==> config.mk <==
export PLATFORM = sky130hd
export DESIGN_NAME = bcd_tick_counter
export DESIGN_NICKNAME = d
export VERILOG_FILES = /design/src/rtl/bcd_tick_counter.sv
export SDC_FILE = /design/constraint.sdc
export NUM_CORES = 1
export LEC_CHECK = 0
export ABC_AREA = 1
export CAP_MARGIN = 20
export CORE_ASPECT_RATIO = 0.8
export CORE_MARGIN = 3
export CORE_UTILIZATION = 58
export CTS_CLUSTER_DIAMETER = 80
export DETAILED_ROUTE_END_ITERATION = 16
export PLACE_DENSITY = 0.84
export SLEW_MARGIN = 20
export SYNTH_ARGS = -nofsm -noshare
export SYNTH_HDL_FRONTEND = slang
export SYNTH_SLANG_ARGS = --single-unit
==> constraint.sdc <==
create_clock -name clkin -period 3.55 [get_ports clkin]
set_input_delay 0.5325 -clock clkin [delete_from_list [all_inputs] [get_ports clkin]]
set_output_delay 0.5325 -clock clkin [all_outputs]
set_load 0.02 [all_outputs]
==> src/rtl/bcd_tick_counter.sv <==
// bcd_tick_counter: multi-digit BCD up/down counter stepped by an internal
// clock-enable tick derived from clkin, with per-digit 7-segment decode.
module bcd_tick_counter #(
  parameter int CLK_HZ         = 50000000,
  parameter int TICK_HZ        = 1,
  parameter int DIGITS         = 4,
  parameter int SEG_ACTIVE_LOW = 0
) (
  input  logic                  clkin,
  input  logic                  rst,
  input  logic                  en,
  input  logic                  up,
  input  logic                  clr,
  input  logic                  load,
  input  logic [4*DIGITS-1:0]   ld_val,
  output logic                  tick,
  output logic [4*DIGITS-1:0]   count,
  output logic [7*DIGITS-1:0]   seg,
  output logic                  wrap
);

  localparam int DIV = CLK_HZ / TICK_HZ;
  localparam int DW  = $clog2(DIV);
  localparam logic [DW-1:0] DIV_LAST = DW'(DIV - 1);

  logic [DW-1:0]       div_cnt;
  logic                div_last;
  logic [4*DIGITS-1:0] step_val;
  logic [4*DIGITS-1:0] ld_clean;
  logic                step_wrap;
  logic                carry;
  logic [3:0]          digit;

  assign div_last = (div_cnt == DIV_LAST);

  function automatic logic [6:0] seg7(input logic [3:0] d);
    case (d)
      4'd0:    seg7 = 7'h7E;
      4'd1:    seg7 = 7'h30;
      4'd2:    seg7 = 7'h6D;
      4'd3:    seg7 = 7'h79;
      4'd4:    seg7 = 7'h33;
      4'd5:    seg7 = 7'h5B;
      4'd6:    seg7 = 7'h5F;
      4'd7:    seg7 = 7'h70;
      4'd8:    seg7 = 7'h7F;
      4'd9:    seg7 = 7'h7B;
      default: seg7 = 7'h00;
    endcase
  endfunction

  // Free-running divider 0..DIV-1; only clr (or reset) pulls it back early.
  always_ff @(posedge clkin or posedge rst) begin
    if (rst) begin
      div_cnt <= '0;
    end else if (clr || div_last) begin
      div_cnt <= '0;
    end else begin
      div_cnt <= div_cnt + 1'b1;
    end
  end

  // Registered tick: high in the cycle after the divider reached its last value.
  always_ff @(posedge clkin or posedge rst) begin
    if (rst) begin
      tick <= 1'b0;
    end else begin
      tick <= div_last && !clr;
    end
  end

  // Next-step value via a digit-wise carry/borrow ripple, plus sanitised load value.
  always_comb begin
    step_val = count;
    ld_clean = '0;
    carry    = 1'b1;
    digit    = '0;
    for (int unsigned i = 0; i < DIGITS; i++) begin
      digit = count[4*i +: 4];
      if (carry) begin
        if (up) begin
          if (digit == 4'd9) begin
            step_val[4*i +: 4] = 4'd0;
          end else begin
            step_val[4*i +: 4] = digit + 4'd1;
            carry = 1'b0;
          end
        end else begin
          if (digit == 4'd0) begin
            step_val[4*i +: 4] = 4'd9;
          end else begin
            step_val[4*i +: 4] = digit - 4'd1;
            carry = 1'b0;
          end
        end
      end
      ld_clean[4*i +: 4] = (ld_val[4*i +: 4] > 4'd9) ? 4'd0 : ld_val[4*i +: 4];
    end
    // A carry/borrow surviving past the top digit means all-9s -> 0 or all-0s -> 9.
    step_wrap = carry;
  end

  // Count register with clr > load > enabled tick step priority; wrap is a one-cycle pulse.
  always_ff @(posedge clkin or posedge rst) begin
    if (rst) begin
      count <= '0;
      wrap  <= 1'b0;
    end else if (clr) begin
      count <= '0;
      wrap  <= 1'b0;
    end else if (load) begin
      count <= ld_clean;
      wrap  <= 1'b0;
    end else if (tick && en) begin
      count <= step_val;
      wrap  <= step_wrap;
    end else begin
      wrap  <= 1'b0;
    end
  end

  // Combinational per-digit segment decode with optional inversion.
  always_comb begin
    seg = '0;
    for (int unsigned i = 0; i < DIGITS; i++) begin
      if (SEG_ACTIVE_LOW != 0) begin
        seg[7*i +: 7] = ~seg7(count[4*i +: 4]);
      end else begin
        seg[7*i +: 7] = seg7(count[4*i +: 4]);
      end
    end
  end

endmodule

Yosys cells after proc, flatten, opt, wreduce, memory -nomap -nowiden --
Memory sizes are Yosys's and may differ from the RTL's. Index checks and enable logic that the tools add are counted.
Word-level totals: memories 4, output and inout bits 46, memory bits (writable) 0, ROM bits 448, bits in latches 0, register bits 44
Memories:
- (no name shown) | depth 16, width 7, read ports 1, clocked after memory_dff 0, wr ports 0, RTL line 37 | case (d)
- (no name shown) | depth 16, width 7, read ports 1, clocked after memory_dff 0, wr ports 0, RTL line 37
- (no name shown) | depth 16, width 7, read ports 1, clocked after memory_dff 0, wr ports 0, RTL line 37
- (no name shown) | depth 16, width 7, read ports 1, clocked after memory_dff 0, wr ports 0, RTL line 37
Cells by class: shift operators 0, div/mod/pow operators 0, mux-type cells 41, order comparisons 4, add/sub/neg operators 9, reduce and logical (&&, ||, !) cells 15, eq/ne operators 5, bitwise logic cells 0, multiply operators 0
Operators with widths (count):
- $mux W4 | 19
- $mux W16 | 3
- $add A26 B1 Y26 const B | 1
- $eq A26 B26 Y1 const B | 1
- $mux W26 | 1
- $mux W1 | 18
- $add A4 B1 Y4 const B | 4
- $eq A4 B4 Y1 const B | 4
- $gt A4 B4 Y1 const B | 4
- $logic_not A4 Y1 | 4
- $sub A4 B1 Y4 const B | 4
- $reduce_bool A3 Y1 | 4
- $reduce_and A2 Y1 | 3
- $logic_and A1 B1 Y1 | 2
- $logic_not A1 Y1 | 1
- $logic_or A1 B1 Y1 | 1

Longest topological paths before layout --
Gate-level depths: netlist of the first run.
word-level depth 9, mapped depth 10, mapped depth without buffers 10

Least setup slack after synthesis of the first run --
OpenSTA, ideal clock, no wires.
path type register to output, start register count[8], end output port seg[15], path buffers 0, cell stages (with the launch flop) 3, arrival time 1.649 ns, required time 3.017 ns, path slack 1.369 ns, cell sequence dfrtp_1 > ha_1 > o311ai_0
On the way: cells in the longest elaborated chain, start to end 1
Ends and longest elaborated chain:
- from (decl) | RTL line 17 | output logic [4*DIGITS-1:0] count,
- from (signal assigned) | RTL line 112 | count <= ld_clean;
- from (signal assigned) | RTL line 115 | count <= step_val;
- $mem_v2 Z16 W7
- to (decl) | RTL line 18 | output logic [7*DIGITS-1:0] seg,
No other way between the ends.

Worst setup path in the final report of the first run --
start register count[8], end output port seg[19]
The elaborated chain is that of the path after synthesis.

==> impl_metrics.env, run 1 <==
export IMPL_via_per_inst=5.516
export IMPL_synthSimpleGateAreaFrac_pct=37.93
export IMPL_synth_compound_area_share_pct=10.30
export IMPL_vias=3977
export IMPL_synth_mux_area_share_pct=0
export IMPL_yosys_area_top_type="dfrtp_1"
export IMPL_relSlewSlack_pct=67.67
export IMPL_nFillCells=494
export IMPL_synth_area_top_cells="dfrtp_1 (29%), nand2_1 (15%), ha_1 (10%)"
export IMPL_setup_violations=0
export IMPL_cts_tree="built"
export IMPL_clockBufferDepth=2
export IMPL_synth_edf_count=0
export IMPL_seq_area_mm2=0.001101
export IMPL_yosys_area_top_type_share_pct=28.58
export IMPL_hold_buffers=0
export IMPL_cts_sinks=44
export IMPL_drcViolationCount=0
export IMPL_die_h_um=78.90
export IMPL_post_cts_resize_count=0
export IMPL_cp_end_kind="output pin"
export IMPL_ctsHtreeMaxLevel=2
export IMPL_design_area_mm2=0.004705
export IMPL_syn_area_per_cell_um2=6.665
export IMPL_synth_warnings=0
export IMPL_rsz0062_at_grt="false"
export IMPL_setup_tns_final_ns=0
export IMPL_synthDistinctLibCells=35
export IMPL_clock_fmax_ghz=0.3462
export IMPL_n_antenna_cell=0
export IMPL_mappedNetlistNets=631
export IMPL_gp_congestion=0.9618
export IMPL_crit_type="flop to output pin"
export IMPL_synth_xor_area_share_pct=4.320
export IMPL_grt_overflow=0
export IMPL_grt_pass1_vias=3663
export IMPL_worst_path_largest_cell_delay_ns=0.64
export IMPL_ir_worst_vdd_uv=252.3
export IMPL_arrival_ns=2.36
export IMPL_p_leak_uw=0.002177
export IMPL_drt_total_wl_um=10290
export IMPL_dp_hpwl_um=7893
export IMPL_period_share_pct=81.37
export IMPL_syn_inst=578
export IMPL_syn_area_mm2=0.003852
export IMPL_drv_cap=0
export IMPL_pwr_density_cell_mw_per_mm2=362.3
export IMPL_clock_latency_ns=0.30
export IMPL_placed_area_mm2=0.004548
export IMPL_hold_path_class="flop to flop"
export IMPL_post_place_ws_ns=1.049
export IMPL_multi_input_comb_area_mm2=0.002412
export IMPL_ys_seq_elements=44
export IMPL_outcome="completed"
export IMPL_yosysMostFrequentCell="nand2_1"
export IMPL_post_cts_setup_buffer_count=0
export IMPL_synthAdderAreaFrac_pct=10.07
export IMPL_grt_use_total_pct=27.42
export IMPL_layout_drive_gt1_share_pct=7.344
export IMPL_drt_pass1_iterations=5
export IMPL_num_rows=25
export IMPL_first_iter_violations=279
export IMPL_final_nets=693
export IMPL_fin_skew_ns=0.006148
export IMPL_ioPinCount=68
export IMPL_grt_pass1_wl_um=17330
export IMPL_grt_antenna_before_repair=0
export IMPL_start_kind="flop"
export IMPL_hold_viol=0
export IMPL_antenna_left=0
export IMPL_post_route_min_period_ns=2.889
export IMPL_numCtsBuffers=5
export IMPL_required_ns=3.02
export IMPL_die_x_um=97.12
export IMPL_clkTransAtPathRegs_ns=0.08
export IMPL_path_max_fanout=9
export IMPL_synth_common_cells="nand2_1 (154), nor2_1 (84), inv_1 (58)"
export IMPL_area_growth_pct=22.12
export IMPL_synth_flop_cell="dfrtp_1"
export IMPL_path_common_cell="inv_1"
export IMPL_power_uw=1704
export IMPL_synth_top_family_by_area="simple AND/OR/NAND/NOR gates"
export IMPL_core_region_area_mm2=0.006162
export IMPL_crit_path_top_delay_cell="clkdlybuf4s50_1"
export IMPL_numPortBuffers=67
export IMPL_initial_core_util_pct=62.52
export IMPL_wl_per_cell_um=14.28
export IMPL_dieArea_mm2=0.007662
export IMPL_grt_max_degree=28
export IMPL_seq_area_frac_synth_pct=28.58
export IMPL_setup_slack_ns=0.6614
export IMPL_ys_async_sr_fraction_pct=100.0
export IMPL_slew_viol_final=0
export IMPL_fin_cells=721
export IMPL_tightest_slew_ns=0.4819
export IMPL_path_cells="inv_1 > ha_1 > nand2_1 > inv_1 > o21ai_0 > clkdlybuf4s50_1"
export IMPL_cts_root_buf="clkbuf_8"
export IMPL_dp_cells=713
-- where the power goes --
group	internal (uW)	total (uW)	switching [uW]
combinational	288	674	385
sequential	522	578	56.2
clock	277	453	176
total	1090	1700	617
-- worst max-delay path: cells and delay by family (launching register included) --
family | cells | cell delay [ns]
compound gates | 1 | 0.17
fa+ha+maj | 1 | 0.39
buf+inv | 3 | 0.88
flops | 1 | 0.54
simple gates | 1 | 0.09
-- worst paths after layout --
check | startpoint | endpoint | slack [ns] | cells after the start
hold reg to reg | div_cnt[0]$_DFF_PP0_ | div_cnt[0]$_DFF_PP0_ | 0.48 | 1
setup reg to reg | count[5]$_DFFE_PP0P_ | count[6]$_DFFE_PP0P_ | 1.68 | 8
setup / recovery | count[8]$_DFFE_PP0P_ | seg[19] | 0.66 | 6
max in group asynchronous | rst | count[3]$_DFFE_PP0P_ | 2.48 | 3
min in group asynchronous | rst | div_cnt[21]$_DFF_PP0_ | 0.49 | 2
hold / removal | div_cnt[0]$_DFF_PP0_ | div_cnt[0]$_DFF_PP0_ | 0.48 | 1
-- final cells by class --
type                    count  area share [%]
multi-input cells         453           51.28
clock buffers               5           1.463
flip-flops and latches     44           23.40
clock inverters             2           1.277
well taps                  81           2.154
repair buffers             70           15.16
inverters                  66           5.266
-- logic make-up after synthesis --
group,count (synthesis)
fa+ha+maj,31
xor+xnor,19
simple gates,328
compound gates,75
flops,44
buf+inv,81
-- flip-flops by register name, indices dropped and copies added, names as in the netlist --
signal   cells
count       16
div_cnt     26
tick         1
wrap         1
-- placed cells by master, fill, tap and decap left out, drive strengths merged, types with 5 or more instances in the layout --
cell           Yosys  routed
nor2              93      93
nand2            163     163
xor2              14      14
a21oi             28      28
clkdlybuf4s50      0      67
nand4             12      12
xnor2              5       5
nand3             46      46
or2                5       5
ha                31      31
inv               65      64
clkbuf             1       5
o21ai             37      37
dfrtp             44      44
nor3               7       7
-- per-layer routing --
metal  track usage (%)  up-vias  wire [um]  part of all wire, %
met5                 0        -          0                    0
met2             42.01      152       4515                   44
met4             3.927        0         51                 0.50
met3             6.146        6        788                  7.7
li1                  -     1970          -                    -
met1             40.60     1849       4938                   48
-- per-stage QoR --
stage	hold WS, ns	util (%)
after floorplan	0.4294	-
after global placement	0.4541	73.81
after detailed placement	0.4616	73.81
after CTS	0.4796	75.90
after global routing	0.5050	76.35
final	0.4767	76.35
(Power assumes the default switching activity.)
==> run 2, diff against run 1 <==
--- a/config.mk
+++ b/config.mk
@@ -9,10 +9,10 @@
 export CAP_MARGIN = 20
 export CORE_ASPECT_RATIO = 0.8
 export CORE_MARGIN = 3
-export CORE_UTILIZATION = 58
+export CORE_UTILIZATION = 49
 export CTS_CLUSTER_DIAMETER = 80
 export DETAILED_ROUTE_END_ITERATION = 16
-export PLACE_DENSITY = 0.84
+export PLACE_DENSITY = 0.75
 export SLEW_MARGIN = 20
 export SYNTH_ARGS = -nofsm -noshare
 export SYNTH_HDL_FRONTEND = slang
==> constraint.sdc (replaced) <==
create_clock -name clkin -period 2.64 [get_ports clkin]
set_input_delay 0.396 -clock clkin [delete_from_list [all_inputs] [get_ports clkin]]
set_output_delay 0.396 -clock clkin [all_outputs]
set_load 0.02 [all_outputs]
==> impl_metrics.env, run 2 (synthesis gave the netlist of run 1 again) <==
export IMPL_outcome="completed"
export IMPL_crit_path_top_delay_cell="clkdlybuf4s50_1"
export IMPL_regMostFlops="div_cnt"
export IMPL_grtUsageMet1_pct=35.78
export IMPL_die_h_um=85.31
export IMPL_clock_latency_ns=0.30
export IMPL_n_antenna_cell=0
export IMPL_top_usage_layer="met1"
export IMPL_core_region_area_mm2=0.007532
export IMPL_drt_pass1_iterations=5
export IMPL_tightest_slew_ns=0.6890
export IMPL_cts_sinks=44
export IMPL_area_growth_pct=22.80
export IMPL_vias=3955
export IMPL_start_kind="flop"
export IMPL_dieArea_mm2=0.008969
export IMPL_drcViolationCount=0
export IMPL_met3_usage_pct=3.270
export IMPL_dp_cells=741
export IMPL_worst_path_largest_cell_delay_ns=0.59
export IMPL_hold_viol=0
export IMPL_fin_util_pct=62.81
export IMPL_period_share_pct=95.59
export IMPL_gp_congestion=0.9113
export IMPL_first_iter_violations=274
export IMPL_cp_end_kind="output pin"
export IMPL_post_route_min_period_ns=2.524
export IMPL_crit_type="flop to output pin"
export IMPL_critPathLaunch="count[4]$_DFFE_PP0P_"
export IMPL_grt_pass1_wl_um=17330
export IMPL_die_x_um=105.1
export IMPL_ioPinCount=68
export IMPL_setup_tns_final_ns=0
export IMPL_cts_root_buf="clkbuf_8"
export IMPL_reg_top3="div_cnt (26), count (16)"
export IMPL_arrival_ns=2.13
export IMPL_relSlewSlack_pct=53.78
export IMPL_grt_pass1_vias=3615
export IMPL_rsz0062_at_grt="false"
export IMPL_ir_worst_vdd_uv=260.6
export IMPL_dp_hpwl_um=7946
export IMPL_path_max_fanout=7
export IMPL_r2r_start="count[1]$_DFFE_PP0P_"
export IMPL_via_per_inst=5.266
export IMPL_wl_per_cell_um=13.48
export IMPL_grt_use_total_pct=23.15
export IMPL_hold_buffers=0
export IMPL_grt_overflow=0
export IMPL_clock_fmax_ghz=0.3963
export IMPL_slew_viol_final=0
export IMPL_largest_reg_flops=26
export IMPL_clockBufferDepth=2
export IMPL_numCtsBuffers=5
export IMPL_pwr_density_cell_mw_per_mm2=444.8
export IMPL_layout_drive_gt1_share_pct=9.907
export IMPL_grt_max_degree=25
export IMPL_holdWs_ns=0.4167
export IMPL_final_common_cell="nand2_1"
export IMPL_fin_cells=751
export IMPL_final_cell_mix="nand2_1 (154), nor2_1 (83), clkdlybuf4s50_1 (61), inv_1 (54), nand3_1 (40)"
export IMPL_p_leak_uw=0.002196
export IMPL_final_nets=699
export IMPL_setup_violations=0
export IMPL_initial_core_util_pct=51.15
export IMPL_ctsHtreeMaxLevel=2
export IMPL_grt_antenna_before_repair=0
export IMPL_path_cells="inv_2 > ha_1 > a21oi_1 > or2_2 > clkdlybuf4s50_1"
export IMPL_fin_skew_ns=0.005919
export IMPL_clkTransAtPathRegs_ns=0.09
export IMPL_num_rows=28
export IMPL_required_ns=2.24
export IMPL_antenna_left=0
export IMPL_drv_cap=0
export IMPL_cts_tree="built"
export IMPL_use_met2_pct=34.54
export IMPL_hold_path_class="input port to asynchronous set/reset pin"
export IMPL_drt_total_wl_um=10120
export IMPL_nFillCells=700
export IMPL_numPortBuffers=67
[run 2: cell count changes in the layout (fill, tap and decap cells not counted), moves of 2 or more]
| cell | before | now |
|---|---|---|
| dlygate4sd2_1 | 0 | 2 |
| bufinv_16 | 2 | 0 |
| dfrtp_2 | 0 | 7 |
| buf_4 | 2 | 9 |
| dfrtp_1 | 44 | 37 |
| inv_1 | 57 | 54 |
| dlymetal6s2s_1 | 0 | 4 |
| inv_2 | 7 | 10 |
| clkdlybuf4s50_1 | 67 | 61 |
[run 2: cell type report]
class | count | area [um^2] | area share [%]
Timing Repair Buffer | 76 | 745.7 | 15.76
Sequential cell | 44 | 1110 | 23.46
Multi-Input combinational cell | 453 | 2415 | 51.04
Tap cell | 105 | 131.4 | 2.777
Clock inverter | 2 | 12.51 | 0.2645
Inverter | 66 | 247.7 | 5.237
Clock buffer | 5 | 68.82 | 1.455
[run 2: what timing repair did]
action / 4_1_cts / 5_1_grt
gates resized for setup: 4 / 13
endpoints found under the setup margin: 3 / 13
setup buffers: 0 / 3
hold endpoints to repair: 0 / 0
[run 2: stage by stage]
stage               area [um^2]  power (uW)  worst slack, ns
finish                     4731        2104           0.1165
global route               4731        2240         0.004135
CTS                        4690        2107         0.001760
detailed placement         4608        1685           0.3172
global placement           4608        1671           0.3405
floorplan                  3852        1319           0.5952
[run 2: routing by layer]
metal | vias to the layer above | share of wire, % | routed length [um]
met5 | - | 0 | 0
met4 | 0 | 0.43 | 44
met3 | 5 | 7.7 | 783
met2 | 172 | 42 | 4204
met1 | 1789 | 50 | 5090
li1 | 1989 | - | -
[run 2: final timing paths]
kind                                         endpoint  slack, ns  cells past startpoint
worst max-delay path                          seg[12]       0.12                      5
worst min-delay path            count[10]$_DFFE_PP0P_       0.42                      2
worst max register to register  count[12]$_DFFE_PP0P_       0.88                      9
worst min register to register   div_cnt[0]$_DFF_PP0_       0.47                      1
max in group asynchronous        count[5]$_DFFE_PP0P_       1.63                      3
min in group clkin               div_cnt[0]$_DFF_PP0_       0.47                      1
[run 2: critical path: cells and delay by family (launching register included)]
kind / cells / cell delay (ns)
buffers and inverters: 2 / 0.70
AND/OR/NAND/NOR: 1 / 0.13
adder cells (fa/ha/maj): 1 / 0.34
flip-flops: 1 / 0.47
AO/OA/AOI/OAI: 1 / 0.18
[run 2: report_power, final]
group          internal (uW)  total (uW)  switching, uW  leakage [uW]
clock                    180         419            239     0.0000400
combinational            387         907            520       0.00157
sequential               704         778           73.7      0.000587
total                   1270        2100            833       0.00220
